$ cat src/rtl/key_display_pkg.sv
// Shared types and constants for the key display sequencer.
`timescale 1ns/1ps
package key_display_pkg;

  // Display multiplexer states, in the order they are visited.
  typedef enum logic [1:0] {
    SHOW_NEW = 2'd0,
    BLANK_A  = 2'd1,
    SHOW_OLD = 2'd2,
    BLANK_B  = 2'd3
  } mux_state_t;

  // Active-low anode patterns: bit 0 drives the right digit, bit 1 the left.
  localparam logic [1:0] ANODE_OFF   = 2'b11;
  localparam logic [1:0] ANODE_RIGHT = 2'b10;
  localparam logic [1:0] ANODE_LEFT  = 2'b01;

  // One entry of the two-deep key history.
  typedef struct packed {
    logic [3:0] digit;
    logic       vld;
  } hist_entry_t;

  // Width of a counter that must reach the longer of the two dwell limits.
  function automatic int unsigned dwell_width(input int unsigned refresh_div,
                                              input int unsigned blank_cycles);
    int unsigned longest;
    longest = (refresh_div > blank_cycles) ? refresh_div : blank_cycles;
    return $clog2(longest + 1);
  endfunction

  // True for the two slots in which a digit is lit.
  function automatic logic is_show(input mux_state_t st);
    return (st == SHOW_NEW) || (st == SHOW_OLD);
  endfunction

endpackage

$ cat src/rtl/key_display_sequencer_dwell_timer.sv
// Dwell timer: free-running up-counter that is cleared on request and flags
// the last cycle of a slot whose length is supplied at run time.
`timescale 1ns/1ps
module dwell_timer #(
  parameter int unsigned WIDTH = 4
) (
  input  logic             clk,
  input  logic             rst_n,
  input  logic             clr,
  input  logic [WIDTH-1:0] limit,
  output logic             done
);

  logic [WIDTH-1:0] count_q;
  logic [WIDTH-1:0] count_d;

  // Next count: restart at zero when the owner changes slot, else advance.
  always_comb begin
    count_d = clr ? '0 : count_q + 1'b1;
  end

  // Count register.
  always_ff @(posedge clk or negedge rst_n) begin
    if (!rst_n) begin
      count_q <= '0;
    end else begin
      count_q <= count_d;
    end
  end

  // Last cycle of the slot; a limit of N gives exactly N cycles per slot.
  assign done = (count_q == limit - 1'b1);

endmodule

$ cat src/rtl/key_display_sequencer.sv
// Key display sequencer: keeps the last two keypad digits and time-multiplexes
// them onto a two-digit common-anode display through one shared decoder, with
// an all-off blanking gap between digit slots to avoid ghosting.
`timescale 1ns/1ps
module key_display_sequencer
  import key_display_pkg::*;
#(
  parameter int unsigned REFRESH_DIV  = 1500,
  parameter int unsigned BLANK_CYCLES = 8
) (
  input  logic       clk,
  input  logic       rst_n,
  input  logic       key_valid,
  input  logic [3:0] key_code,
  input  logic       clear,
  output logic [3:0] seg_digit,
  output logic [1:0] anode_n,
  output logic [3:0] digit_new,
  output logic [3:0] digit_old,
  output logic [7:0] key_count
);

  localparam int unsigned   CNT_W       = dwell_width(REFRESH_DIV, BLANK_CYCLES);
  localparam logic [CNT_W-1:0] SHOW_LIMIT  = CNT_W'(REFRESH_DIV);
  localparam logic [CNT_W-1:0] BLANK_LIMIT = CNT_W'(BLANK_CYCLES);
  localparam bit            HAS_BLANK   = (BLANK_CYCLES != 0);

  // ---------------------------------------------------------------------------
  // Digit history
  // ---------------------------------------------------------------------------
  hist_entry_t new_q, new_d;
  hist_entry_t old_q, old_d;
  logic [7:0]  key_count_q, key_count_d;

  // Next history: clear beats a same-cycle key; a key shifts new into old.
  always_comb begin
    // NOTE: every signal gets a default first so no path leaves it unassigned,
    // which is what keeps a combinational block from inferring a latch.
    new_d       = new_q;
    old_d       = old_q;
    key_count_d = key_count_q;
    if (clear) begin
      new_d = '0;
      old_d = '0;
    end else if (key_valid) begin
      old_d       = new_q;
      new_d.digit = key_code;
      new_d.vld   = 1'b1;
      key_count_d = key_count_q + 8'd1;
    end
  end

  // History and key counter registers.
  always_ff @(posedge clk or negedge rst_n) begin
    // NOTE: the history is a handful of flops rather than a RAM, so it is
    // reset like any other state; the display must come up blank and known.
    if (!rst_n) begin
      new_q       <= '0;
      old_q       <= '0;
      key_count_q <= '0;
    end else begin
      // NOTE: non-blocking assignments so every register samples the values
      // from before this edge, independent of statement order.
      new_q       <= new_d;
      old_q       <= old_d;
      key_count_q <= key_count_d;
    end
  end

  // ---------------------------------------------------------------------------
  // Slot timing
  // ---------------------------------------------------------------------------
  mux_state_t       state_q, state_d;
  logic [CNT_W-1:0] dwell_limit;
  logic             dwell_done;
  logic             slot_end;

  // Slot length follows the slot currently being shown.
  always_comb begin
    dwell_limit = is_show(state_q) ? SHOW_LIMIT : BLANK_LIMIT;
  end

  // With no blanking configured a blank state is left on its first cycle, so
  // the only time one is occupied is the single cycle after reset.
  assign slot_end = dwell_done | (!is_show(state_q) & !HAS_BLANK);

  dwell_timer #(
    .WIDTH (CNT_W)
  ) u_dwell_timer (
    .clk   (clk),
    .rst_n (rst_n),
    .clr   (slot_end),
    .limit (dwell_limit),
    .done  (dwell_done)
  );

  // Next mux state: advance around the ring at the end of each slot.
  always_comb begin
    state_d = state_q;
    if (slot_end) begin
      unique case (state_q)
        SHOW_NEW: state_d = HAS_BLANK ? BLANK_A : SHOW_OLD;
        BLANK_A:  state_d = SHOW_OLD;
        SHOW_OLD: state_d = HAS_BLANK ? BLANK_B : SHOW_NEW;
        BLANK_B:  state_d = SHOW_NEW;
        default:  state_d = BLANK_B;
      endcase
    end
  end

  // ---------------------------------------------------------------------------
  // Display outputs
  // ---------------------------------------------------------------------------
  logic [3:0] seg_digit_q, seg_digit_d;
  logic [1:0] anode_n_q, anode_n_d;

  // Output decode from the next state and next history, so the display
  // tracks a key landing mid-slot on the same edge the history changes.
  always_comb begin
    seg_digit_d = seg_digit_q;
    anode_n_d   = ANODE_OFF;
    unique case (state_d)
      SHOW_NEW: begin
        seg_digit_d = new_d.digit;
        anode_n_d   = new_d.vld ? ANODE_RIGHT : ANODE_OFF;
      end
      SHOW_OLD: begin
        seg_digit_d = old_d.digit;
        anode_n_d   = old_d.vld ? ANODE_LEFT : ANODE_OFF;
      end
      default: begin
        seg_digit_d = seg_digit_q;
        anode_n_d   = ANODE_OFF;
      end
    endcase
  end

  // Mux FSM with registered, glitch-free segment and anode drives.
  always_ff @(posedge clk or negedge rst_n) begin
    if (!rst_n) begin
      state_q     <= BLANK_B;
      seg_digit_q <= '0;
      anode_n_q   <= ANODE_OFF;
    end else begin
      state_q     <= state_d;
      seg_digit_q <= seg_digit_d;
      anode_n_q   <= anode_n_d;
    end
  end

  assign seg_digit = seg_digit_q;
  assign anode_n   = anode_n_q;
  assign digit_new = new_q.digit;
  assign digit_old = old_q.digit;
  assign key_count = key_count_q;

endmodule

$ cat config.mk
export PLATFORM = sky130hd
export DESIGN_NAME = key_display_sequencer
export DESIGN_NICKNAME = d
export VERILOG_FILES = /design/src/rtl/key_display_pkg.sv /design/src/rtl/key_display_sequencer_dwell_timer.sv /design/src/rtl/key_display_sequencer.sv
export SDC_FILE = /design/constraint.sdc
export NUM_CORES = 1
export LEC_CHECK = 0
export CORE_MARGIN = 3
export CORE_UTILIZATION = 25
export CTS_CLUSTER_DIAMETER = 40
export DETAILED_ROUTE_END_ITERATION = 10
export GPL_ROUTABILITY_DRIVEN = 0
export PLACE_DENSITY_LB_ADDON = 0.08
export REMOVE_ABC_BUFFERS = 1
export SYNTH_ARGS = -nofsm -noshare
export SYNTH_HDL_FRONTEND = slang
export SYNTH_SLANG_ARGS = --single-unit
$ cat constraint.sdc
create_clock -name clk -period 2.3 [get_ports clk]
set_input_delay 0.23 -clock clk [delete_from_list [all_inputs] [get_ports clk]]
set_output_delay 0.23 -clock clk [all_outputs]
set_load 0.02 [all_outputs]
=== Word-level counts from Yosys, hierarchy flattened ===
Cells that the tools add are included.
Widths: inputs -> output; s select.

* Logic and storage cells: 35
* Input port bits: 8
* Output and inout bits: 22
* Register bits after elaboration: 37

* Reduce and logical (&&, ||, !) cells: 5
* $add $sub $neg: 3
* Bitwise operators: 1
* Eq/ne operators: 5
* Mux-type cells: 12

{| class="wikitable"
|+ Operator list
! kind !! count
|-
| $mux 11 || 2
|-
| $mux 5 || 4
|-
| $add 11x1->11 const B || 1
|-
| $eq 11x11->1 || 1
|-
| $sub 11x1->11 const B || 1
|-
| $add 8x1->8 const B || 1
|-
| $pmux 2 s4 || 1
|-
| $pmux 4 s2 || 1
|-
| $eq 2x2->1 const B || 3
|-
| $logic_not 2->1 || 2
|-
| $mux 2 || 2
|-
| $pmux 2 s2 || 1
|-
| $eq 2x1->1 const B || 1
|-
| $reduce_and 2->1 || 1
|-
| $reduce_bool 2->1 || 1
|-
| $logic_or 1x1->1 || 1
|-
| $mux 1 || 1
|-
| $not 1->1 || 1
|}

=== Depth between registers and ports, before layout ===
Gate-level depths: netlist of the first run.

* Word-level depth: 8
* Mapped depth: 7
* Depth with buffers taken out: 6

=== Cells and area by module ===
A second synthesis of the first run with hierarchy kept.

* Cells, all modules: 203
* Area total of the unflattened synthesis: 2,110.8 um2

{| class="wikitable"
|+ Modules (own cells, without submodules)
! module !! area an instance (um2) !! sequential area each (um2) !! cells an instance !! instances
|-
| key_display_sequencer || 1,186.1 || 655.6 || 97 || 1
|-
| dwell_timer || 924.6 || 275.3 || 106 || 1
|}

=== Least setup slack after synthesis of the first run ===
Ideal clock, no wire load.

* Path kind: flip-flop to flip-flop
* Start point: register state_q[0]
* End point: register seg_digit_q[3], in the netlist seg_digit[3]
* Setup time: 82 ps
* Required time: 2,218 ps
* Setup slack: 607 ps
* Clock period less this slack: 1,693 ps
* Stages on the path, launching flop included: 7
* Arrival time: 1,611 ps
* Buffers on the path: 0
* Path through: dfstp_2 > inv_1 > ha_1 > nor4bb_1 > o21a_1 > o21ai_0 > a31oi_1

* Cells in the longest elaborated chain, start to end: 8
* Elaborated cells on any way between the ends: 14
* Those cells by class: add/sub (1); eq/ne (5); mux (4); reduce/logical (4)

{| class="wikitable"
|+ RTL lines
! item !! line !! source
|-
| start: declaration || key_display_sequencer.sv:73 || <nowiki>mux_state_t state_q, state_d;</nowiki>
|-
| start signal: assignment || key_display_sequencer.sv:145 || <nowiki>state_q <= state_d;</nowiki>
|-
| $eq 2x2->1 / $logic_not 2->1 (equally long branches) || key_display_pkg.sv:34, key_display_sequencer.sv:101 ||
|-
| $logic_or 1x1->1 || - ||
|-
| $mux 11 || key_display_sequencer.sv:80 || <nowiki>dwell_limit = is_show(state_q) ? SHOW_LIMIT : BLANK_LIMIT;</nowiki>
|-
| $sub 11x1->11 || key_display_sequencer_dwell_timer.sv:32 || <nowiki>assign done = (count_q == limit - 1'b1);</nowiki>
|-
| $eq 11x11->1 || key_display_sequencer_dwell_timer.sv:32 ||
|-
| $mux 2 * || key_display_sequencer.sv:100 || <nowiki>if (slot_end) begin</nowiki>
|-
| $eq 2x2->1 / $logic_not 2->1 (equally long branches) || key_display_sequencer.sv:122 || <nowiki>unique case (state_d)</nowiki>
|-
| $pmux 4 s2 / $reduce_bool 2->1 (equally long branches) || - ||
|-
| end signal: assignment || key_display_sequencer.sv:146 || <nowiki>seg_digit_q <= seg_digit_d;</nowiki>
|-
| end: declaration || key_display_sequencer.sv:114 || <nowiki>logic [3:0] seg_digit_q, seg_digit_d;</nowiki>
|}

Mark *: on every way between the ends. The rest lies on a longest branch, timed or not.
A chain may end at the register's enable or synchronous reset.

=== Final worst setup path of the first run ===
* Start point: register state_q[0]
* End point: register seg_digit_q[1], in the netlist seg_digit[1]

The elaborated chain is that of the path after synthesis.

==> results.md, run 1 <==
- Max Freq: between 0.4 and 0.5 GHz
- Port Buf Inserts: 29
- CTS root buf: clkbuf_8
- Die X: 90.75 µm
- Hpwl dp: 2.876 mm
- Post-synth EDFFs: 0
- Unrepaired setup endpoints after global routing: no
- Lkg Pwr: 0.9937 nW
- Setup bufs post-CTS: 0
- Initial core utilization: 26.14%
- Hold buffers post-CTS: 0
- Total power: 0.001676 W
- Least-Margin Pin Slew: 0.4825 ns
- Via count: 1,285
- Post_cts resized: 0
- Area share of the largest cell type after synthesis: a little under half
- Synth area leaders: dfrtp_1 (46%), dfstp_2 (5.9%), mux2i_1 (5.0%)
- Netlist Area Pre-Place: 1795 µm²
- Worst VDD drop: approximately 0.31 mV
- Ports: 30
- Final worst-path cycle share: 87.65%
- Skew-Pair Late Insertion Delay: 0.28 ns
- Die area: 8235 µm²
- Fin crit period: 2.016 ns
- Clk sinks: 37
- Site Rows: 30
- Crit-path max FO: 6
- Critical Path RT: 2.50 ns
- Max_slew headroom: between 60% and 70%
- Synth area leader: dfrtp_1
- Dpl cells: 283
- Gr ovfl total: 0
- Clock Pin Slew Worst Setup and Hold Paths: 0.07 ns
- CTS H-tree depth: 2
- Final Max Slew Viols: 0
- Clock buffer depth: 2
- Distinct cells, synth: 37
- ANT nets after route: 0
- CTS tree: yes
- Setup TNS after final layout: 0 ns
- Inserted Clock Buffers: 5
- Outcome: complete, no violations
- Share of cells above drive strength 1: between 10% and 20%
- DR DRC count: 0
- Most used DFF post-synth: dfrtp_1
- Worst Setup End Kind: flop
- CORE AREA: approximately 7000 µm²
- PwrDens: about 740 nW/µm²
- Non-Filler Instances: roughly 290
- First-pass GRT wire length: 6.389 mm
- Final Hold Vio Count: 0
- Setup Viol. Count Final: 0
- FF+latch count, synth: 37
- Layout area overhead: 26.76%
- MaxCap Viol Count: 0
- Clk_skew: 0.007538 ns
- Place WS: 0.3150 ns
- ANT cells: 0
- Die Y: 90.75 µm
- Initial antenna violation count: 0
- Worst setup path class: reg2reg
- Avg Inst Size Synth: roughly 11 µm²
- Via-to-Cell Ratio: roughly 4.4
- Drt first pass iters: 4
- Gate Count Post-Synth: 165
- Top-count cell post-synth: dfrtp_1
- Largest net degree at the start of global routing: 38
- Hold WS: 0.3524 ns
- CP arrival: about 2.2 ns
- Drt total wl: 3.858 mm
- GRT Total Usage: 9.872%
- Crit path launch type: flop
- HP Class: in2async
- Avg WL per Cell: about 13 µm
- Final worst slack: 0.2841 ns
- Register area share after synthesis: 51.85%
- Asr flop ratio synth: 100.0%
- Vias in the first global route: ~1,300
- # nets final: 206
- Synth top cells by count: dfrtp_1 (33), nor2_1 (24), nand3_1 (14)
- Iteration-0 DRC Markers: 28
- Fillers: ~700
- Synth warn: 0
==> cell families (layout without fill, tap and decap cells) <==
logic type,after synthesis,count (layout),share of synthesized area [%]
compound gates,18,18,6.272
xor+xnor,16,16,7.805
fa+ha+maj,4,4,2.788
buf+inv,14,44,4.877
flops,37,37,51.85
mux,10,10,5.645
simple gates,66,66,20.77
==> critical path, stage by stage (launching register included) <==
cell and delay [ns]:
dfstp_2 0.59, inv_1 0.08, ha_1 0.31, nor4bb_1 0.42, o21a_1 0.24, o21ai_0 0.09, a31oi_1 0.19
==> area by class of cell <==
class                   instances  area [µm²]  area share [%]
repair buffers                 33       320.3           14.07
well taps                      96       120.1           5.278
multi-input cells             114       777.0           34.14
inverters                       3       11.26          0.4948
clock buffers                   7       86.33           3.793
flip-flops and latches         37       930.9           40.90
clock inverters                 1       30.03           1.319
==> power by group <==
part           internal, W  switching [W]
Combinational     0.000164       0.000157
Clock             0.000354       0.000226
Sequential        0.000714      0.0000610
==> state kept, by name, indices dropped and copies added, names as in the netlist <==
name	count
anode_n	2
digit_old	4
new_q	1
state_q	2
digit_new	4
old_q	1
key_count	8
seg_digit	4
u_dwell_timer.count_q	11
==> cell usage in the layout, fill, tap and decap left out, types with 2 or more instances in the layout <==
cell,count
a21oi_1,4
a31oi_1,4
and3_1,6
buf_4,4
clkbuf_8,6
clkdlybuf4s50_1,29
dfrtp_1,33
dfstp_2,4
ha_1,4
inv_1,3
mux2i_1,9
nand2_1,7
nand3_1,14
nor2_1,24
nor3_1,2
o21ai_0,4
o21ai_1,2
xnor2_1,7
xor2_1,9
==> path summary, 6_finish.rpt <==
kind,from,endpoint,slack (ns),cells after the start
max in group asynchronous,rst_n,state_q[0],1.58,2
setup / recovery,state_q[0],seg_digit[1],0.28,6
hold reg to reg,key_count[7],key_count[7],0.47,1
setup reg to reg,state_q[0],seg_digit[1],0.28,6
hold / removal,rst_n,key_count[7],0.35,2
min in group clk,key_count[7],key_count[7],0.47,1
==> metal layers <==
layer | global-route usage (%) | up-vias | wire [µm]
li1 | - | 625 | -
met1 | 12.20 | 625 | 1784
met2 | 15.94 | 29 | 1839
met3 | 3.167 | 6 | 176
met4 | 3.827 | 0 | 58
met5 | 0 | - | 0
==> metrics by stage <==
| stage | cell area [µm²] | utilization (%) |
|---|---|---|
| 2_1_floorplan | 1719 | - |
| 3_3_place_gp | 2160 | 31.44 |
| 3_5_place_dp | 2160 | 31.44 |
| 4_1_cts | 2276 | 33.13 |
| 5_1_grt | 2276 | 33.13 |
| 6_report | 2276 | 33.13 |
Power figures use the tool's default switching activity.
==> inputs of run 2 (changes only) <==
--- a/config.mk
+++ b/config.mk
@@ -5,6 +5,7 @@
 export SDC_FILE = /design/constraint.sdc
 export NUM_CORES = 1
 export LEC_CHECK = 0
+export ABC_CLOCK_PERIOD_IN_PS = 2300
 export CORE_MARGIN = 3
 export CORE_UTILIZATION = 25
 export CTS_CLUSTER_DIAMETER = 40
@@ -12,6 +13,7 @@
 export GPL_ROUTABILITY_DRIVEN = 0
 export PLACE_DENSITY_LB_ADDON = 0.08
 export REMOVE_ABC_BUFFERS = 1
+export SLEW_MARGIN = 20
 export SYNTH_ARGS = -nofsm -noshare
 export SYNTH_HDL_FRONTEND = slang
 export SYNTH_SLANG_ARGS = --single-unit
==> results of run 2 <==
The final DEF is identical to that of run 1; final timing and power are the same.
==> inputs of run 3 (changes only) <==
--- a/config.mk
+++ b/config.mk
@@ -6,7 +6,6 @@
 export NUM_CORES = 1
 export LEC_CHECK = 0
 export ABC_CLOCK_PERIOD_IN_PS = 2300
-export CORE_MARGIN = 3
 export CORE_UTILIZATION = 25
 export CTS_CLUSTER_DIAMETER = 40
 export DETAILED_ROUTE_END_ITERATION = 10
==> run 3 against run 2 <==
Compared with the run above:
- utilization is 0.22 points lower
- clock power is 13% lower
- via count increased by 1.0%
- sequential power hardly changed
- routed wire length is 0.49% lower
- clock skew fell by 0.0034 ns
- global-route usage increased by 1.3 points
- critical path type unchanged
- largest cell class unchanged
==> results.md, run 3 (synthesis results as in run 1) <==
- Outcome: complete, no violations
- Post_cts resized: 0 (unchanged)
- Drt total wl: 3.839 mm (-0.49%)
- Hold buffers post-CTS: 0 (unchanged)
- Worst Reg2Reg Path Length in Cells: 6 (unchanged)
- Most common cell after layout, fill and taps aside: dfrtp_1
- Worst VDD drop: 0.1810 mV (-42%)
- Final Hold Vio Count: 0 (unchanged)
- Via-to-Cell Ratio: 4.460 (+1.0%)
- Setup Viol. Count Final: 0 (unchanged)
- Clock Pin Slew Worst Setup and Hold Paths: 0.08 ns (about the same)
- Pint: 0.001150 W (-6.6%)
- Initial core utilization: 26.14% (unchanged)
- Most flops, register: u_dwell_timer.count_q
- Setup bufs post-CTS: 0 (unchanged)
- Site Rows: 30 (unchanged)
- CTS tree: yes
- Initial antenna violation count: 0 (unchanged)
- Share of cells above drive strength 1: 13.85% (+0.51 points)
- RR Startpoint: state_q[0]
- Net Sw Power: 0.0004501 W (+1.2%)
- Least-Margin Pin Slew: 0.4772 ns (-0.005296 ns)
- Die Y: 86.75 µm (-4.4%)
- Layout area overhead: 25.92%
- Total power: 0.001600 W (-4.5%)
- Setup TNS after final layout: 0 ns (unchanged)
- Avg WL per Cell: 13.19 µm (-0.49%)
- Hold WS: 0.3696 ns (+0.01725 ns)
- CTS root buf: clkbuf_8
- Multi-input gate area: 777.0 µm² (unchanged)
- Max_slew headroom: 67.75% (+0.36 points)
- Sequential Area: 930.9 µm² (unchanged)
- R2r setup slk: 0.30 ns (+0.02 ns)
- Crit-path max FO: 6 (unchanged)
- Via count: 1,298 (+1.0%)
- DR DRC count: 0 (unchanged)
- Unrepaired setup endpoints after global routing: no
- Gr ovfl total: 0 (unchanged)
- Largest net degree at the start of global routing: 38 (unchanged)
- Crit path launch type: flop
- Fin crit period: 1.996 ns (-0.01996 ns)
- CORE AREA: 6869 µm² (unchanged)
- Worst Setup End Kind: flop
- Clk pwr share: 31.5% (-3.1 points)
- PwrDens: 707.7 nW/µm² (-3.9%)
- HP Class: in2async
- Skew-Pair Late Insertion Delay: 0.29 ns (about the same)
- CTS H-tree depth: 2 (unchanged)
- Die X: 86.75 µm (-4.4%)
- R2r endpoint: seg_digit[0]
- Power share of the combinational group: 20.1% (+0.9 points)
- Iteration-0 DRC Markers: 31 (+11%)
- ANT cells: 0 (unchanged)
- Ports: 30 (unchanged)
- MaxCap Viol Count: 0 (unchanged)
- Clock buffer depth: 2 (unchanged)
- Max reg flops: 11 (unchanged)
- Hpwl dp: 2.800 mm (-2.6%)
- Drt first pass iters: 4 (unchanged)
- Fillers: 708 (+0.57%)
- Vias in the first global route: 1,291 (+2.1%)
- Die area: 7525 µm² (-8.6%)
- Lkg Pwr: 0.9895 nW (-0.42%)
- Final worst-path cycle share: 86.78% (-0.87 points)
- Inserted Clock Buffers: 5 (unchanged)
- Flop pwr share: 48.5% (+2.3 points)
- Port Buf Inserts: 29 (unchanged)
- ANT nets after route: 0 (unchanged)
- Commonest non-fill, non-tap cells in the layout: dfrtp_1 (33), clkdlybuf4s50_1 (29), nor2_1 (24)
- CP arrival: 2.20 ns (-0.02 ns)
- Critical Path RT: 2.51 ns (about the same)
- Sw Ratio: 28.13% (+1.6 points)
- GRT Total Usage: 11.21% (+1.3 points)
- Clk_skew: 0.004156 ns (-0.003382 ns)
- First-pass GRT wire length: 6.334 mm (-0.86%)
- Max Freq: 0.5010 GHz (+1.0%)
- Worst setup path class: reg2reg
- # nets final: 206 (unchanged)
- Clk sinks: 37 (unchanged)
- Final Max Slew Viols: 0 (unchanged)
==> run 3: cell count changes in the layout (fill, tap and decap cells not counted), sizes merged <==
cell    delta
clkinv     +1
bufinv     -1
==> run 3: cell type report <==
cell class	instances	area share, %
timing repair buffer	33	14.17
tap	96	5.313
sequential	37	41.17
multi-input combinational	114	34.37
clock buffer	7	4.261
clock inverter	1	0.2214
inverter	3	0.4981
==> run 3: worst max path at each step <==
stage	startpoint	endpoint	slack [ns]	cells past startpoint
after global routing	state_q[0]	seg_digit[2]	0.10	6
after detailed placement	state_q[0]	seg_digit[1]	0.34	6
final	state_q[0]	seg_digit[0]	0.30	6
after global placement	state_q[1]	seg_digit[0]	0.33	6
after CTS	state_q[0]	seg_digit[1]	0.31	6
after floorplan	state_q[0]	seg_digit[3]	0.61	6
==> run 3: power by group through the flow <==
stage	logic, W	registers [W]	clock network [W]
floorplan	0.0000784	0.000855	0
global placement	0.000323	0.000787	0
detailed placement	0.000325	0.000791	0
CTS	0.000326	0.000777	0.000527
global route	0.000353	0.000786	0.000559
finish	0.000322	0.000775	0.000503
==> run 3: per-layer routing <==
layer | part of all wire [%] | track usage [%] | vias up
met5 | 0 | 0 | -
met1 | 50 | 14.74 | 642
met2 | 45 | 18.04 | 30
met3 | 3.6 | 2.857 | 5
li1 | - | - | 621
met4 | 0.83 | 3.636 | 0
==> run 3: through the flow <==
stage	std cells	utilization (%)	worst slack, ns	area [µm²]
floorplan	154	-	0.6067	1719
global placement	283	31.44	0.3310	2160
detailed placement	283	31.44	0.3367	2160
CTS	291	32.91	0.3073	2261
global route	291	32.91	0.1033	2261
finish	291	32.91	0.3040	2261
==> run 3: critical path, stage by stage, from the launching register on <==
cell and delay [ns]:
dfstp_2 0.59, inv_1 0.07, ha_1 0.30, nor4bb_1 0.41, o21a_1 0.24, o21ai_0 0.10, a31oi_1 0.20
==> edit 1, RTL diff (flow settings as in run 1) <==
Re-encode `mux_state_t` (4 states) as one-hot, 4 bits wide.
--- a/src/rtl/key_display_pkg.sv
+++ b/src/rtl/key_display_pkg.sv
@@ -5,7 +5,7 @@
   // Display multiplexer states, in the order they are visited.
-  typedef enum logic [1:0] {
-    SHOW_NEW = 2'd0,
-    BLANK_A  = 2'd1,
-    SHOW_OLD = 2'd2,
-    BLANK_B  = 2'd3
+  typedef enum logic [3:0] {
+    SHOW_NEW = 4'b0001,
+    BLANK_A  = 4'b0010,
+    SHOW_OLD = 4'b0100,
+    BLANK_B  = 4'b1000
   } mux_state_t;
Formal check against the unedited RTL: no difference found for any inputs over 10 cycles, from zero or initial values and one cycle with rst_n low; not proved beyond that.
==> edit 1 against run 1 <==
  * Synthesized area grew 6.2%
  * First-iteration DRC count grew to 3.0 times the old value
  * Combinational power grew 4%
  * Setup slack lost 0.056 ns
  * Sequential cell count grew 2
  * Hold slack lost 0.30 ns
  * Cell area grew 7.3%
  * Sequential power grew 6.5%
  * Sequential share of layout area shrank 0.79 points
  * Die area grew 5.8%
  * Clock power grew 17%
  * Wire length grew 7.4%
  * Cell count grew 6.2%
  * Total power grew 9.7%
  * Critical endpoint is now state_q[0]
  * Largest power group unchanged
==> edit 1: results (changes against run 1) <==
met2 GRT Util 16.0% (was 15.9%); Clk pwr share 37.0% (was 34.6%); Layout Nets 219 (was 206); hpwl dp 3090 um (was 2880 um); status completed (unchanged); WL final 4150 um (was 3860 um); Max stage delay cell, worst path or4_4 (was dfstp_2); largest net degree at the start of global routing 40 (was 38); M1 GR Usage 14.2% (was 12.2%); adder-cell share of the synthesized area 1.31% (was 2.79%); family with the most delay on the worst path simple AND/OR/NAND/NOR gates (was flip-flops); WP data arrival 2.24 ns (was 2.22 ns); seq pwr 0.000824 W (was 0.000774 W); dpl cell area 2310 um^2 (was 2160 um^2); Worst-Margin Slew 0.867 ns (was 0.482 ns); met1 WL 1980 um (was 1780 um); mux contribution to synthesized area 7.55% (was 5.64%); met3 Track Usage GR 2.98% (was 3.17%); crit-path max FO 8 (was 6); Synth Area in XOR/XNOR 7.81% (was 7.80%); Via-to-Cell Ratio 4.44 (was 4.42); sequential share of power 44.8% (was 46.2%); leading post-synthesis cells by instance count dfrtp_1, nor2_1, nand3_1, xnor2_1, mux2i_1 (was dfrtp_1, nor2_1, nand3_1); compound-gate portion of the synthesized area 8.40% (was 6.27%); Final Non-Filler Cells 309 (was 291)
-- edit 1: worst reg2reg max path, cell delays in order (launching register included) --
cell and delay, ns:
dfrtp_1 0.45, or2_1 0.27, or4_4 0.50, a21oi_4 0.21, buf_4 0.19, mux2_2 0.33
-- edit 1: final timing paths --
kind / start / endpoint / cells after the start / slack (ns)
min reg2reg: u_dwell_timer.count_q[0] / u_dwell_timer.count_q[0] / 1 / 0.47
min in group clk: u_dwell_timer.count_q[0] / u_dwell_timer.count_q[0] / 1 / 0.47
min: rst_n / key_count[3] / 1 / 0.05
max reg2reg: state_q[1] / state_q[0] / 5 / 0.23
max: state_q[1] / state_q[0] / 5 / 0.23
max in group asynchronous: rst_n / seg_digit[2] / 1 / 1.70
-- edit 1: cell type report --
type / count / area share (%)
well taps: 99 / 5.07
flip-flops and latches: 39 / 40.1
repair buffers: 40 / 15.1
clock buffers: 5 / 2.82
multi-input cells: 121 / 33.9
inverters: 2 / 0.307
clock inverters: 3 / 2.77
==> edit 2, RTL diff (config.mk and constraints of run 1) <==
Without the edit above. The parameter `REFRESH_DIV` goes from 1500 to 750.
--- a/src/rtl/key_display_sequencer.sv
+++ b/src/rtl/key_display_sequencer.sv
@@ -7,3 +7,3 @@
 #(
-  parameter int unsigned REFRESH_DIV  = 1500,
+  parameter int unsigned REFRESH_DIV  = 750,
   parameter int unsigned BLANK_CYCLES = 8
Behaviour: same outputs for any inputs over 10 cycles, from zero or initial values and one cycle with rst_n low; that may be too few to reach the edited logic, so the function may still have changed.
==> edit 2 against run 1 <==
  * Sequential power shrank 2%
  * Utilization grew 1.4 points
  * Sequential cell count shrank 1
  * Count of clock-buffer cells in the layout is the same
  * Total power shrank 6.2%
  * Hold slack lost 0.31 ns
  * Synthesized area shrank 1.9%
  * Setup slack lost 0.22 ns
  * Wire length shrank 1.0%
  * Cell area grew 0.17%
  * Critical endpoint is now anode_n[0]
==> edit 2: results (changes against run 1) <==
status completed (unchanged); Clock Path Buffers 2 (unchanged); gr usage total 9.95% (was 9.87%); layout cell share with drive strength beyond 1 18.3% (was 13.3%); met1 WL 1750 um (was 1780 um); met3 routed WL 120 um (was 176 um); Worst Skew 0.00149 ns (was 0.00754 ns); metal2 WL 1900 um (was 1840 um); leading post-synthesis cells by instance count dfrtp_1, nor2_1, nand2_1 (was dfrtp_1, nor2_1, nand3_1); M1 GR Usage 12.3% (was 12.2%); dpl ws 0.00210 ns (was 0.315 ns); leading post-synthesis cells by cell area dfrtp_1, dfstp_2, mux2i_1 (unchanged); register-to-register setup slack 0.06 ns (was 0.28 ns); met3 Track Usage GR 2.59% (was 3.17%); family with the most delay on the worst path simple AND/OR/NAND/NOR gates (was flip-flops); uppermost layer routed met4 (unchanged); via count 1213 (was 1285); RR Endpoint anode_n[0] (was seg_digit[1]); first-pass GRT wire length 6290 um (was 6390 um); Worst-Margin Slew 0.816 ns (was 0.482 ns); drt wl/cell 13.2 um (was 13.3 um); worst reg2reg startpoint u_dwell_timer.count_q[7] (was state_q[0]); Max stage delay cell, worst path or4_4 (was dfstp_2); reg2reg path depth 5 (was 6); max reg flops 10 (was 11); hpwl dp 2660 um (was 2880 um); post-synth cell types 29 (was 37); Worst Hold Slack 0.0378 ns (was 0.352 ns); met2 GRT Util 16.5% (was 15.9%); maximum vdd drop 300 uV (was 312 uV); Layout fillers 694 (was 704); number of global-route vias before repair 1259 (was 1264); Layout Nets 208 (was 206); post-synthesis sequential area ratio 51.4% (was 51.8%); largest net degree at the start of global routing 37 (was 38); crit-path max FO 2 (was 6); Setup TNS 0 ns (unchanged); P_leak 0.974 nW (was 0.994 nW); initial drt markers 32 (was 28)
## edit 2: area by class of cell
class	instances	area share [%]
Tap cell	93	5.10
Sequential cell	36	39.7
Multi-Input combinational cell	106	33.4
Inverter	5	0.823
Clock inverter	1	0.329
Clock buffer	7	3.79
Timing Repair Buffer	42	16.8
## edit 2: logic make-up after synthesis
kind of cell	Yosys count	synth area share, %
and+or+nand+nor	57	17.2
DFF	36	51.4
buffers and inverters	18	5.97
AOI/OAI and AO/OA	15	6.18
xor gates and xnor gates	15	7.46
muxes	15	8.95
adders and majority gates	4	2.84
## edit 2: worst max-delay path by stage
stage,to,slack [ns],depth (start not counted)
2_1_floorplan,anode_n[0],-0.18,5
3_3_place_gp,anode_n[0],0.01,5
5_1_grt,anode_n[0],0.01,5
4_1_cts,anode_n[0],0.03,5
6_report,anode_n[0],0.06,5
3_5_place_dp,anode_n[0],0.002,5
## edit 2: timing repair
action                                  in CTS  in global routing
setup buffers                                0                  1
pin swaps                                    1                  1
gates resized for setup                      1                  2
endpoints found under the setup margin       1                  1
## edit 2: metrics by stage
stage / instances / utilization, % / cell area [um^2] / total power (W)
finish: 290 / 34.5 / 2280 / 0.00157
CTS: 289 / 34.3 / 2260 / 0.00160
global route: 290 / 34.5 / 2280 / 0.00166
floorplan: 147 / - / 1680 / 0.000928
global placement: 281 / 32.8 / 2170 / 0.00111
detailed placement: 281 / 32.8 / 2170 / 0.00112
## edit 2: report_power, final
group / leakage [nW] / switching [W] / total, W / internal, W
clock: 0.0445 / 0.000228 / 0.000472 / 0.000243
sequential: 0.456 / 0.0000629 / 0.000760 / 0.000697
combinational: 0.473 / 0.000164 / 0.000340 / 0.000175
total: 0.974 / 0.000455 / 0.00157 / 0.00112
